$ cat config.mk
export PLATFORM = sky130hd
export DESIGN_NAME = arb_rr2_stream
export DESIGN_NICKNAME = d
export VERILOG_FILES = /design/src/rtl/arb_rr2_stream.sv
export SDC_FILE = /design/constraint.sdc
export NUM_CORES = 1
export LEC_CHECK = 0
export ABC_AREA = 1
export BUFFER_PORTS_ARGS = -buffer_cell sky130_fd_sc_hd__buf_4
export CAP_MARGIN = 20
export CORE_MARGIN = 2
export CORE_UTILIZATION = 40
export CTS_CLUSTER_SIZE = 16
export DETAILED_ROUTE_END_ITERATION = 7
export GPL_ROUTABILITY_DRIVEN = 1
export GPL_TIMING_DRIVEN = 1
export PLACE_DENSITY = 0.67
export SYNTH_ARGS = -nofsm -noshare
export SYNTH_HDL_FRONTEND = slang
export SYNTH_SLANG_ARGS = --single-unit
export TNS_END_PERCENT = 20
$ cat constraint.sdc
create_clock -name clk -period 2.25 [get_ports clk]
set_input_delay 0.1125 -clock clk [delete_from_list [all_inputs] [get_ports clk]]
set_output_delay 0.1125 -clock clk [all_outputs]
set_load 0.01 [all_outputs]
$ cat src/rtl/arb_rr2_stream.sv
// Two-requester round-robin stream arbiter with burst-limited grants and a single registered output stage.
// Optional per-requester transfer counters (stat0/stat1) are enabled by defining ARB_RR2_STATS_EN.
module arb_rr2_stream #(
  parameter int N     = 18,
  parameter int BURST = 4
) (
  input  logic         clk,
  input  logic         rstn,
  input  logic [N-1:0] in0_data,
  input  logic         in0_valid,
  output logic         in0_ready,
  input  logic [N-1:0] in1_data,
  input  logic         in1_valid,
  output logic         in1_ready,
  output logic [N-1:0] out_data,
  output logic         out_valid,
  input  logic         out_ready,
  output logic         grant,
  output logic         busy
`ifdef ARB_RR2_STATS_EN
  ,
  output logic [31:0]  stat0,
  output logic [31:0]  stat1
`endif
);

  localparam logic [7:0] BURST_C = 8'(BURST);

  typedef enum logic [1:0] {IDLE, G0, G1} state_t;

  state_t       state_reg, state_next;
  logic         prio_reg;
  logic [7:0]   cnt_reg;
  logic [7:0]   cnt_inc;
  logic         owner;
  logic         can_accept;
  logic         cur_valid;
  logic         other_valid;
  logic [N-1:0] cur_data;
  logic         xfer;
  logic         rel_burst;
  logic         rel_idle;
  logic         rel;

  assign owner       = (state_reg == G1);
  assign can_accept  = !out_valid || out_ready;
  assign cur_valid   = owner ? in1_valid : in0_valid;
  assign other_valid = owner ? in0_valid : in1_valid;
  assign cur_data    = owner ? in1_data : in0_data;
  assign xfer        = busy && cur_valid && can_accept;
  assign cnt_inc     = cnt_reg + 8'd1;
  assign rel_burst   = xfer && (cnt_inc == BURST_C);
  assign rel_idle    = busy && !cur_valid;
  assign rel         = rel_burst || rel_idle;

  always_ff @(posedge clk or negedge rstn) begin
    if (!rstn) begin
      state_reg <= IDLE;
    end else begin
      state_reg <= state_next;
    end
  end

  always_comb begin
    state_next = state_reg;
    case (state_reg)
      IDLE: begin
        if (in0_valid && in1_valid) begin
          state_next = prio_reg ? G1 : G0;
        end else if (in0_valid) begin
          state_next = G0;
        end else if (in1_valid) begin
          state_next = G1;
        end
      end
      G0, G1: begin
        // A waiting peer always wins a release; a full burst with no peer re-arms the same grant.
        if (rel) begin
          if (other_valid) begin
            state_next = owner ? G0 : G1;
          end else if (rel_burst) begin
            state_next = state_reg;
          end else begin
            state_next = IDLE;
          end
        end
      end
      default: state_next = IDLE;
    endcase
  end

  always_comb begin
    busy      = (state_reg != IDLE);
    grant     = (state_reg == G1);
    in0_ready = (state_reg == G0) && can_accept;
    in1_ready = (state_reg == G1) && can_accept;
  end

  always_ff @(posedge clk or negedge rstn) begin
    if (!rstn) begin
      prio_reg  <= 1'b0;
      cnt_reg   <= 8'd0;
      out_data  <= '0;
      out_valid <= 1'b0;
    end else begin
      if (rel) begin
        prio_reg <= !owner;
        cnt_reg  <= 8'd0;
      end else if (xfer) begin
        cnt_reg <= cnt_inc;
      end
      if (xfer) begin
        out_data  <= cur_data;
        out_valid <= 1'b1;
      end else if (out_ready) begin
        out_valid <= 1'b0;
      end
    end
  end

`ifdef ARB_RR2_STATS_EN
  logic [1:0][31:0] stat_reg;
  logic [1:0]       take;

  assign take = {in1_valid && in1_ready, in0_valid && in0_ready};

  always_ff @(posedge clk or negedge rstn) begin
    if (!rstn) begin
      stat_reg <= '0;
    end else begin
      for (int i = 0; i < 2; i++) begin
        if (take[i]) begin
          stat_reg[i] <= stat_reg[i] + 32'd1;
        end
      end
    end
  end

  assign stat0 = stat_reg[0];
  assign stat1 = stat_reg[1];
`endif

endmodule
==> impl_metrics.json, run 1 <==
{
  "num_vias": 1601,
  "ys_seq_elements": 30,
  "critPathKind": "reg2reg",
  "cp.required_ns": 2.41,
  "synth_nets": 265,
  "period_share": 0.8302,
  "cts_max_level": 2,
  "grt_use_met2": 0.3013,
  "crit_path_end_kind": "flop",
  "final_cell_mix": "buf_4 (67), nand2_1 (59), nor2_1 (42)",
  "largest_reg_flops": 18,
  "cts-resized-gates": 0,
  "num_rows": 23,
  "layout_commonest_cell": "buf_4",
  "grt_first_pass_wirelength_um": 6920,
  "ir_worst_vdd_v": 0.0007776,
  "first_global_vias": 1550,
  "top_usage_layer": "met2",
  "routed_via_density": 4.779,
  "drc": 0,
  "clock_skew_ns": 0.006966,
  "placed_area_um2": 2250,
  "crit_arrival_ns": 2.03,
  "cts_inserted_buffers": 5,
  "clk-insertion-delay-late_ns": 0.28,
  "synthToLayoutAreaGrowth_pct": 36.22,
  "yosysWarnings": 0,
  "hold_viol": 0,
  "antenna_cells": 0,
  "dr.pass1.iters": 4,
  "root_buffer": "clkbuf_8",
  "track_usage": 0.1773,
  "final_antenna_net_count": 0,
  "critPathLaunchType": "flop",
  "crit_fanout": 10,
  "cts_tree": "done",
  "netlist_instances": 218,
  "drive_above_1_share": 0.3368,
  "hp-class": "in2reg",
  "use_met1": 0.2180,
  "ctsLongestPathBuffers": 2,
  "dieArea_um2": 4832,
  "grt_setup_unrepaired": "false",
  "dp_hpwl_um": 2911,
  "cts.sinks": 30,
  "die_h_um": 69.51,
  "port_buffers": 63,
  "outcome": "finished clean",
  "grt-ovfl-total": 0,
  "slew_viol_final": 0,
  "fin_area_um2": 2338,
  "syn-cell-area_um2": 1717,
  "coreArea_um2": 4058,
  "p_leak_nw": 1.223,
  "power_mw": 2.762,
  "setup_viol": 0,
  "io_pins": 64,
  "fp.dieW_um": 69.51,
  "fill_cells": 390,
  "synth.distinct_cells": 26,
  "antenna_found_initial": 0,
  "drt_wl_total_um": 4009,
  "fin_crit_ns": 1.868,
  "power.density_nw_per_um2": 1181,
  "syn_area_per_cell_um2": 7.875,
  "fmax_mhz": 535.3,
  "initial_core_util": 0.4231,
  "slew_headroom": 0.7363,
  "first_iter_violations": 60,
  "drv_cap": 0,
  "wl_per_cell_um": 11.97,
  "synth_seq_area_share": 0.4373,
  "gr-usage-met3": 0.05087,
  "worst_pin_slew_ns": 0.3955,
  "final_nets": 332,
  "tns_ns": 0,
  "grt_start_max_net_pins": 36,
  "cts.clk_slew.worst_paths_ns": 0.07,
  "gp_congestion": 0.8618
}
cells by family after synthesis:
group / synth area share
and+or+nand+nor: 0.3506
AOI/OAI and AO/OA: 0.1115
xor gates and xnor gates: 0.005103
buffers and inverters: 0.05175
DFF: 0.4373
adders and majority gates: 0.04373
worst max-delay path, cell delays in order (launching register included):
cell,delay (ns)
dfrtp_1,0.39
inv_1,0.08
ha_1,0.25
inv_2,0.07
nand2_1,0.07
nand2_2,0.08
nand3_4,0.13
nor2_1,0.15
nand2_2,0.08
nor2_4,0.10
nand2_2,0.08
nand3_2,0.09
nand3_2,0.08
nand2_1,0.06
nand2_1,0.05
final cells by class:
cell class,instances,area [um^2],share of cell area
multi-input combinational,165,877.1,0.3751
inverter,15,56.30,0.02408
sequential,30,750.7,0.3210
timing repair buffer,68,513.0,0.2194
clock buffer,5,68.82,0.02943
tap,50,62.56,0.02675
clock inverter,2,10.01,0.004280
through the flow:
step	utilization	hold slack [ns]	worst slack, ns	instances
floorplan	-	-0.1831	0.4843	218
finish	0.5763	0.1283	0.3821	335
global route	0.5763	0.1287	0.1876	335
global placement	0.5544	0.07193	0.4619	327
detailed placement	0.5544	0.07519	0.3779	327
CTS	0.5763	0.1195	0.3746	335
synthesized netlist by cell type:
master     n  share of area
ha_1       6          0.044
inv_1     13          0.028
dfrtp_1   30           0.44
a21oi_2    1         0.0051
or2_2      1         0.0036
xor2_1     1         0.0051
o21a_1     1         0.0044
nand3_2    3          0.017
nor2_1    42          0.092
nand2_4    1         0.0066
nand2_1   59           0.13
nand3_4    1          0.010
nand4_2    1         0.0073
nor2_4     2          0.013
nand3_1    4          0.012
nand2_2    4          0.015
inv_2      2         0.0044
o21ai_0    1         0.0029
a21oi_1    6          0.017
nand3b_1   2         0.0087
o31ai_1   18          0.079
nor2_2     6          0.022
clkbuf_1   6          0.013
o21ai_1    1         0.0029
nand4_1    4          0.015
buf_2      2         0.0058
report_power, final:
part	total, mW	internal [mW]	leakage (nW)	switching, mW
clock	0.407	0.207	0.0438	0.200
combinational	1.46	0.639	0.799	0.818
sequential	0.897	0.756	0.380	0.141
metal layers:
metal	vias up	routed length (um)
li1	835	-
met1	717	1851
met2	44	1869
met3	5	238
met4	0	50
met5	-	0
final timing paths:
path | startpoint | end | slack [ns] | depth (start not counted)
max | state_reg[0] | state_reg[0] | 0.38 | 14
min | in0_data[6] | out_data[6] | 0.13 | 3
max reg2reg | state_reg[0] | state_reg[0] | 0.38 | 14
min reg2reg | out_data[10] | out_data[10] | 0.48 | 2
max in group asynchronous | rstn | prio_reg | 1.66 | 2
min in group asynchronous | rstn | cnt_reg[4] | 0.30 | 2
what timing repair did:
item                                    in CTS  in global routing
endpoints found under the hold margin       30                  0
hold buffers                                 1                  0
endpoints found under the setup margin       0                  0
setup buffers                                0                  0
Note: power is estimated with default switching activity, not from simulation.
==> run 2, diff against run 1 <==
==> constraint.sdc (replaced) <==
create_clock -name clk -period 1.8 [get_ports clk]
set_input_delay 0.09 -clock clk [delete_from_list [all_inputs] [get_ports clk]]
set_output_delay 0.09 -clock clk [all_outputs]
set_load 0.01 [all_outputs]
==> run 2 against run 1 <==
Net effect: clock skew fell by 0.0026 ns; global-route usage up 0.84 points; via count grew 4.1%; worst setup slack lost 0.26 ns; combinational power rose by 36%; routed wire length up 1.5%; final cell count grew 2.1%; utilization grew 2.8 points; sequential power up 24%; maximum frequency increased by 12%; largest cell class unchanged; highest routed layer unchanged.
==> impl_metrics.json, run 2 (same netlist as run 1, synthesis figures left out) <==
{
  "outcome": "finished clean",
  "num_rows": 23,
  "p_leak_nw": 1.254,
  "antenna_cells": 0,
  "fin_cells": 342,
  "fin_crit_ns": 1.675,
  "grt-ovfl-total": 0,
  "first_global_vias": 1615,
  "holdWs_ns": 0.09154,
  "fmax_mhz": 597.1,
  "synthToLayoutAreaGrowth_pct": 42.86,
  "drv_cap": 0,
  "coreArea_um2": 4058,
  "grt_start_max_net_pins": 31,
  "fill_cells": 364,
  "r2r_cells": 13,
  "clk-insertion-delay-late_ns": 0.29,
  "root_buffer": "clkbuf_8",
  "cts.clk_slew.worst_paths_ns": 0.07,
  "antenna_found_initial": 0,
  "largest_reg_flops": 18,
  "hp-class": "in2reg",
  "grt_first_pass_wirelength_um": 7210,
  "track_usage": 0.1857,
  "drive_above_1_share": 0.3836,
  "fin_area_um2": 2452,
  "num_vias": 1667,
  "r2r-start": "state_reg[1]",
  "fp.dieW_um": 69.51,
  "setup_viol": 0,
  "dieArea_um2": 4832,
  "endpoint": "cnt_reg[5]",
  "cts.sinks": 30,
  "placed_area_um2": 2287,
  "final_antenna_net_count": 0,
  "cts_max_level": 2,
  "cp.required_ns": 1.98,
  "critPathKind": "reg2reg",
  "hold_viol": 0,
  "cts_inserted_buffers": 5,
  "routed_via_density": 4.874,
  "crit_fanout": 6,
  "die_h_um": 69.51,
  "power.density_nw_per_um2": 1498,
  "drt_wl_total_um": 4068,
  "critPathLaunchType": "flop",
  "port_buffers": 63,
  "slew_viol_final": 0,
  "clock_skew_ns": 0.004396,
  "dp_cells": 332,
  "slew_headroom": 0.7425,
  "crit_arrival_ns": 1.86,
  "io_pins": 64,
  "first_iter_violations": 97,
  "r2r_end": "cnt_reg[5]",
  "dr.pass1.iters": 5,
  "worst_pin_slew_ns": 0.3862,
  "final_nets": 338,
  "gp_congestion": 0.7734,
  "period_share": 0.9304,
  "initial_core_util": 0.4231,
  "crit_path_end_kind": "flop",
  "cts_tree": "done",
  "final_cell_mix": "buf_4 (72), nand2_1 (57), nor2_1 (41)",
  "dp_hpwl_um": 2989,
  "ir_worst_vdd_v": 0.001009,
  "wl_per_cell_um": 11.89,
  "tns_ns": 0,
  "layout_commonest_cell": "buf_4",
  "startpoint": "state_reg[1]",
  "ctsLongestPathBuffers": 2,
  "drc": 0,
  "reg2reg_slack_ns": 0.13
}
[run 2: cell types whose count changed in the layout (fill, tap and decap cells not counted), sizes merged]
| cell | change |
|---|---|
| buf | +6 |
| clkbuf | +1 |
| clkinv | -1 |
| clkinvlp | +1 |
[run 2: layout make-up]
cell class	instances	area (um^2)	share of cell area
clock inverter	2	12.51	0.005102
clock buffer	6	82.58	0.03367
tap	50	62.56	0.02551
multi-input combinational	165	924.6	0.3770
inverter	15	56.30	0.02296
sequential	30	752.0	0.3066
timing repair buffer	74	561.8	0.2291
[run 2: critical path, stage by stage, from the launching register on]
cell and delay (ns):
dfrtp_2 0.44, ha_4 0.18, inv_2 0.05, nand2_2 0.05, nand2_2 0.08, nand3_4 0.08
nor2_4 0.11, nand2_2 0.06, nor2_4 0.14, nand2_4 0.08, nand2_4 0.12, nor2_4 0.05
nand2_1 0.07, nand2_1 0.04
[run 2: routing by layer]
layer  vias up  global-route usage  wire, um
met1       768              0.2310      1764
met5         -                   0         0
met2        47              0.2981      1966
met4         0             0.06536        64
met3         6             0.06541       273
li1        846                   -         -
[run 2: repair_timing]
item	4_1_cts	5_1_grt
setup endpoints to repair	0	8
endpoints found under the hold margin	30	0
resized for setup	0	15
hold buffers	1	0
setup buffers	0	1
[run 2: worst min path at each step]
stage | slack (ns) | end | startpoint | cells after the start
after CTS | 0.08 | out_data[10] | in0_data[10] | 3
after detailed placement | 0.05 | cnt_reg[7] | rstn | 1
after global routing | 0.1 | out_data[17] | in0_data[17] | 3
after floorplan | -0.21 | cnt_reg[0] | rstn | 0
final | 0.09 | out_data[13] | in0_data[13] | 3
after global placement | 0.05 | cnt_reg[4] | rstn | 1
[run 2: per-stage QoR]
step | setup WS, ns | util | power, mW
floorplan | 0.03430 | - | 2.239
global placement | 0.1149 | 0.5637 | 3.015
detailed placement | 0.08659 | 0.5637 | 3.035
CTS | 0.07322 | 0.5896 | 3.628
global route | -0.01973 | 0.6044 | 3.983
finish | 0.1253 | 0.6044 | 3.674
[run 2: where the power goes]
part           total (mW)  leakage, nW  internal (mW)  switching, mW
clock               0.575       0.0472          0.307          0.268
sequential           1.11        0.378          0.947          0.161
combinational        1.99        0.828          0.909           1.08
